--- src/rtl/fxp_pkg.sv ---
// fxp_pkg: shared fixed-point defaults, saturation limits and accumulator FSM encoding.
package fxp_pkg;
   localparam int Q_DEF = 15;
   localparam int N_DEF = 32;
   localparam logic [N_DEF-1:0] MAX_N = {1'b0, {(N_DEF-1){1'b1}}};
   localparam logic [N_DEF-1:0] MIN_N = {1'b1, {(N_DEF-1){1'b0}}};
   typedef enum logic [1:0] {IDLE = 2'd0, ACC = 2'd1, OUT = 2'd2} state_t;
endpackage

--- src/rtl/fxp_mac_accumulator_if.sv ---
// fxp_mac_accumulator_if: product input stream, control and result stream of the MAC accumulator.
interface fxp_mac_accumulator_if #(parameter int N = 32, parameter int LEN_W = 8);
   logic             i_start;
   logic [LEN_W-1:0] i_len;
   logic [N-1:0]     i_prod;
   logic             i_prod_ovr;
   logic             i_valid;
   logic             o_ready;
   logic [N-1:0]     o_sum;
   logic             o_ovr;
   logic             o_valid;
   logic             i_ready;
   logic             o_busy;
   modport master (output i_start, i_len, i_prod, i_prod_ovr, i_valid, i_ready,
                   input  o_ready, o_sum, o_ovr, o_valid, o_busy);
   modport slave  (input  i_start, i_len, i_prod, i_prod_ovr, i_valid, i_ready,
                   output o_ready, o_sum, o_ovr, o_valid, o_busy);
endinterface

--- src/rtl/fxp_narrow.sv ---
// fxp_narrow: N+GUARD -> N narrowing with range overflow detect.
// FXP_MAC_SAT_EN defined: clamp on overflow; otherwise wrap to the low N bits.
module fxp_narrow #(
   parameter int N     = 32,
   parameter int GUARD = 8
) (
   input  logic [N+GUARD-1:0] acc,
   output logic [N-1:0]       sum,
   output logic               range_ovr
);
   // Value fits in N bits only if all bits from the N-bit sign bit upward agree.
   assign range_ovr = !(&acc[N+GUARD-1:N-1] || ~|acc[N+GUARD-1:N-1]);
`ifdef FXP_MAC_SAT_EN
   assign sum = range_ovr ? (acc[N+GUARD-1] ? {1'b1, {(N-1){1'b0}}} : {1'b0, {(N-1){1'b1}}})
                          : acc[N-1:0];
`else
   assign sum = acc[N-1:0];
`endif
endmodule

--- src/rtl/fxp_mac_accumulator.sv ---
// fxp_mac_accumulator: sums a programmed number of fixed-point products into one N-bit result
// with sticky overflow; result saturates when FXP_MAC_SAT_EN is defined, else wraps.
module fxp_mac_accumulator
   import fxp_pkg::*;
#(
   parameter int Q     = Q_DEF,
   parameter int N     = N_DEF,
   parameter int GUARD = 8,
   parameter int LEN_W = 8
) (
   input logic            i_clk,
   input logic            i_rst_n,
   fxp_mac_accumulator_if.slave bus
);
   localparam int AW = N + GUARD;
   state_t           state, state_nx;
   logic [AW-1:0]    acc, acc_nx;
   logic [LEN_W-1:0] cnt, len_q;
   logic [N-1:0]     sum_q, sum_nx;
   logic             sticky, ovr_q, beat, last, range_ovr;
   if (Q >= N || LEN_W > GUARD) begin : g_cfg_bad
      $error("fxp_mac_accumulator: need Q < N and LEN_W <= GUARD");
   end
   assign beat   = bus.i_valid && state == ACC;
   assign last   = cnt == len_q - 1'b1;
   assign acc_nx = acc + {{GUARD{bus.i_prod[N-1]}}, bus.i_prod};
   fxp_narrow #(.N(N), .GUARD(GUARD)) u_narrow (
      .acc      (acc_nx),
      .sum      (sum_nx),
      .range_ovr(range_ovr)
   );
   always_ff @(posedge i_clk or negedge i_rst_n)
      if (!i_rst_n) state <= IDLE;
      else          state <= state_nx;
   always_comb begin
      state_nx = state;
      case (state)
         IDLE:    if (bus.i_start) state_nx = bus.i_len == '0 ? OUT : ACC;
         ACC:     if (beat && last) state_nx = OUT;
         OUT:     if (bus.i_ready) state_nx = IDLE;
         default: state_nx = IDLE;
      endcase
   end
   always_comb begin
      bus.o_ready = state == ACC;
      bus.o_valid = state == OUT;
      bus.o_busy  = state != IDLE;
      bus.o_sum   = sum_q;
      bus.o_ovr   = ovr_q;
   end
   always_ff @(posedge i_clk or negedge i_rst_n)
      if (!i_rst_n) begin
         acc    <= '0;
         cnt    <= '0;
         len_q  <= '0;
         sticky <= 1'b0;
         sum_q  <= '0;
         ovr_q  <= 1'b0;
      end else if (state == IDLE && bus.i_start) begin
         acc    <= '0;
         cnt    <= '0;
         sticky <= 1'b0;
         len_q  <= bus.i_len;
         if (bus.i_len == '0) begin
            sum_q <= '0;
            ovr_q <= 1'b0;
         end
      end else if (beat) begin
         acc    <= acc_nx;
         cnt    <= cnt + 1'b1;
         sticky <= sticky | bus.i_prod_ovr;
         if (last) begin
            sum_q <= sum_nx;
            ovr_q <= sticky | bus.i_prod_ovr | range_ovr;
         end
      end
endmodule

--- src/flat_wrapper.sv ---
// flat-port wrapper written by rule: the top's interface ports become plain ports
module fxp_mac_accumulator_flat import fxp_pkg::*;
#(
   parameter int Q     = Q_DEF,
   parameter int N     = N_DEF,
   parameter int GUARD = 8,
   parameter int LEN_W = 8
)
  (i_clk, i_rst_n, bus_i_start, bus_i_len, bus_i_prod, bus_i_prod_ovr, bus_i_valid, bus_i_ready, bus_o_ready, bus_o_sum, bus_o_ovr, bus_o_valid, bus_o_busy);
  fxp_mac_accumulator_if #(.N(N), .LEN_W(LEN_W)) bus_i ();
  input logic i_clk;
  input logic i_rst_n;
  input wire logic [$bits(bus_i.i_start)-1:0] bus_i_start;
  input wire logic [$bits(bus_i.i_len)-1:0] bus_i_len;
  input wire logic [$bits(bus_i.i_prod)-1:0] bus_i_prod;
  input wire logic [$bits(bus_i.i_prod_ovr)-1:0] bus_i_prod_ovr;
  input wire logic [$bits(bus_i.i_valid)-1:0] bus_i_valid;
  input wire logic [$bits(bus_i.i_ready)-1:0] bus_i_ready;
  output wire logic [$bits(bus_i.o_ready)-1:0] bus_o_ready;
  output wire logic [$bits(bus_i.o_sum)-1:0] bus_o_sum;
  output wire logic [$bits(bus_i.o_ovr)-1:0] bus_o_ovr;
  output wire logic [$bits(bus_i.o_valid)-1:0] bus_o_valid;
  output wire logic [$bits(bus_i.o_busy)-1:0] bus_o_busy;
  assign bus_i.i_start = bus_i_start;
  assign bus_i.i_len = bus_i_len;
  assign bus_i.i_prod = bus_i_prod;
  assign bus_i.i_prod_ovr = bus_i_prod_ovr;
  assign bus_i.i_valid = bus_i_valid;
  assign bus_i.i_ready = bus_i_ready;
  assign bus_o_ready = bus_i.o_ready;
  assign bus_o_sum = bus_i.o_sum;
  assign bus_o_ovr = bus_i.o_ovr;
  assign bus_o_valid = bus_i.o_valid;
  assign bus_o_busy = bus_i.o_busy;
  fxp_mac_accumulator #(.Q(Q), .N(N), .GUARD(GUARD), .LEN_W(LEN_W)) u_core (.i_clk(i_clk), .i_rst_n(i_rst_n), .bus(bus_i));
endmodule
--- config.mk ---
export PLATFORM = sky130hd
export DESIGN_NAME = fxp_mac_accumulator_flat
export DESIGN_NICKNAME = d
export VERILOG_FILES = /design/src/rtl/fxp_pkg.sv /design/src/rtl/fxp_mac_accumulator_if.sv /design/src/rtl/fxp_narrow.sv /design/src/rtl/fxp_mac_accumulator.sv /design/src/flat_wrapper.sv
export SDC_FILE = /design/constraint.sdc
export NUM_CORES = 1
export LEC_CHECK = 0
export ABC_AREA = 0
export BUFFER_PORTS_ARGS = -buffer_cell sky130_fd_sc_hd__buf_2
export CAP_MARGIN = 30
export CORE_MARGIN = 2
export CORE_UTILIZATION = 35
export CTS_BUF_LIST = sky130_fd_sc_hd__clkbuf_8 sky130_fd_sc_hd__clkbuf_16
export CTS_CLUSTER_DIAMETER = 100
export DETAILED_ROUTE_END_ITERATION = 12
export MAX_ROUTING_LAYER = met4
export SLEW_MARGIN = 40
export SYNTH_ARGS = -nofsm -noshare
export SYNTH_HDL_FRONTEND = slang
export SYNTH_HIERARCHICAL = 1
export SYNTH_SLANG_ARGS = --single-unit
--- constraint.sdc ---
create_clock -name i_clk -period 5.3 [get_ports i_clk]
set_input_delay 0.53 -clock i_clk [delete_from_list [all_inputs] [get_ports i_clk]]
set_output_delay 0.53 -clock i_clk [all_outputs]
set_load 0.02 [all_outputs]
==> results.cfg <==
[outcome]
status = complete, no violations

[synth]
muxShareOfSynthArea = 0.0167
yosysMostFrequentCell = nand2_1
synth-edff-count = 0
ys_seq_area_frac = 0.354
syn_area_mm2 = 0.00650
netlist.area_leader.share = 0.354
synth_common_cells = 123 x nand2_1, 92 x dfrtp_1, 55 x o21ai_0
syn_area_per_cell_um2 = 8.75
synth.distinct_cells = 63
ys.flop_type = dfrtp_1
synth_top_area_cell = dfrtp_1
syn_nets = 831
synth_fa_ha_area_frac = 0.0820
synth-seq-cells = 92
synth.area.top_cells = dfrtp_1 35%, ha_1 7.9%, nand2_1 7.1%, a22o_1 4.9%, o21ai_0 4.2%
synthArstFlopShare = 1.00
yosysWarnings = 6
yosys.area_share.simple = 0.180
synth_compound_area_frac = 0.233
synth_top_family_by_area = compound AO/OA/AOI/OAI gates
syn-instance-count = 743
synth_xor_area_frac = 0.0701

[cells_and_area]
diodes = 0
nets = 867
final_layout_size_suffix_gt1_frac = 0.163
final_cell_area_mm2 = 0.00722
syn2layout_area_growth_pct = 11.1

[worst_setup_path]
reg2reg_depth = 14
end_kind = flop
cp-start-kind = flop
path_class = reg -> reg
rrSetupSlack_ns = 1.56
crit_fanout = 4
regToRegEndpoint = u_core/bus.o_ovr
r2r-start = u_core/acc[0]
critPathArrivalTime_ns = 3.95
cp.required_ns = 5.51

[die]
die-area_mm2 = 0.0197
die_h_um = 140
std_cell_rows = 49
die_x_um = 140
num_io_pins = 82
core_mm2 = 0.0181
initial_core_util = 0.359

[timing]
min_period_ns = 3.74
skew_ns = 0.0124
setup_viol_count_final = 0
hold_viol = 0
fmaxAchievable_mhz = 267
tightest_slew_ns = 0.569
finalCritPeriodShare = 0.706
maxSlewHeadroom = 0.617
tns_ns = 0
rsz0062_at_grt = no
final_max_slew_viol_count = 0

[place]
hpwl_um = 12900
placed_area_mm2 = 0.00690
io_buffers = 81
gp_congestion = 0.895

[run]
maxCapViolations = 0

[drt]
viasPerCell = 5.50
drc = 0
firstDrtPassIters = 5
wire_per_inst_um = 17.2
routed_wl_um = 17400
first_iter_violations = 532
via_count = 5570
antenna_left = 0

[grt]
overflow = 0
grt_pass1_wl_um = 28200
grt_max_degree = 60
grt_util_all_layers = 0.185
first_global_vias = 5276
grt_antenna_before_repair = 0

[hold_path]
hold_path.class = in -> async

[clocking]
cts_tree = done
postCtsSetupRepairBufs = 0
clk-insertion-delay-late_ns = 0.35
cts_buffers = 9
clk_pin_slew_ns = 0.07
hold_buffers = 0
cts.sinks = 92
clock_path_buffers = 2
root_buffer = clkbuf_16
cts-htree-levels = 3
post_cts_resize_count = 0

[power_and_ir_drop]
leakage_nw = 3.28
p_per_area_mw_per_mm2 = 645
peakVddDrop_uv = 176
-- final cells by class --
type,count,area [um^2]
fill,1826,10900
multi-input combinational,577,3790
sequential,92,2300
timing repair buffer,89,487
tap,229,287
clock buffer,10,239
clock inverter,5,82.6
inverter,10,37.5
-- through the flow --
step	util	hold slack [ns]	instances	total power [mW]	setup WS [ns]
2_1_floorplan	-	0.234	743	3.57	1.76
3_3_place_gp	0.380	0.487	995	3.90	1.42
3_5_place_dp	0.381	0.481	997	3.91	1.33
4_1_cts	0.399	0.137	1012	4.66	1.56
5_1_grt	0.399	0.156	1012	5.02	1.29
6_report	0.399	0.124	1012	4.66	1.56
-- cells by family after synthesis --
logic type / count (synthesis)
buffers and inverters: 74
and+or+nand+nor: 250
adders and majority gates: 42
xor gates and xnor gates: 52
DFF: 92
AOI/OAI and AO/OA: 223
muxes: 10
-- layer usage --
layer	vias up	share of wire	global-route usage
met3	22	0.044	0.0212
met4	0	0.014	0.0564
met5	-	0	-
li1	2740	-	-
met1	2650	0.50	0.270
met2	158	0.44	0.268
-- where the power goes --
group          leakage (nW)  internal, mW  switching (mW)
Clock                 0.159         0.427           0.291
Combinational          1.94          1.09            1.67
Sequential             1.17         0.981           0.196
-- state kept, by name, indices dropped and copies added (netlist names) --
name / cells
u_core/acc: 40
u_core/bus.o_ovr: 1
u_core/bus.o_sum: 32
u_core/cnt: 8
u_core/len_q: 8
u_core/state: 2
u_core/sticky: 1
-- cells in the final DEF (no fill, tap or decap), types with 9 or more instances in the layout --
cell / count
nand4_1: 13
xnor2_1: 29
xor2_1: 23
buf_2: 80
o21ai_1: 14
nand2_1: 123
clkbuf_16: 9
dfrtp_1: 92
nor2_1: 42
a21oi_1: 48
ha_1: 41
nor3b_1: 9
a22o_1: 36
nand3_1: 17
o21ai_0: 55
a21o_1: 11
o21bai_1: 12
inv_1: 10
-- how the worst max path moves through the flow --
stage / startpoint / end / slack (ns) / cells past startpoint
6_report: u_core/acc[0] / u_core/bus.o_ovr / 1.56 / 14
5_1_grt: u_core/acc[0] / u_core/bus.o_ovr / 1.29 / 14
4_1_cts: u_core/acc[0] / u_core/bus.o_ovr / 1.56 / 14
3_5_place_dp: bus_i_prod[0] / u_core/bus.o_ovr / 1.33 / 15
3_3_place_gp: bus_i_prod[0] / u_core/bus.o_ovr / 1.42 / 15
2_1_floorplan: bus_i_prod[0] / u_core/bus.o_ovr / 1.76 / 14
-- critical path: stages, from the launching register on --
cell       delay, ns
dfrtp_1         0.39
ha_1            0.22
fa_1            0.40
a21o_1          0.20
a311o_1         0.42
a2111oi_4       0.36
o21ai_1         0.17
nor2b_4         0.18
a31oi_4         0.21
mux2i_1         0.26
nor2_1          0.10
nor4_2          0.24
a31oi_1         0.12
o31ai_1         0.21
o21ai_0         0.13
Note: power is estimated with default switching activity, not from simulation.
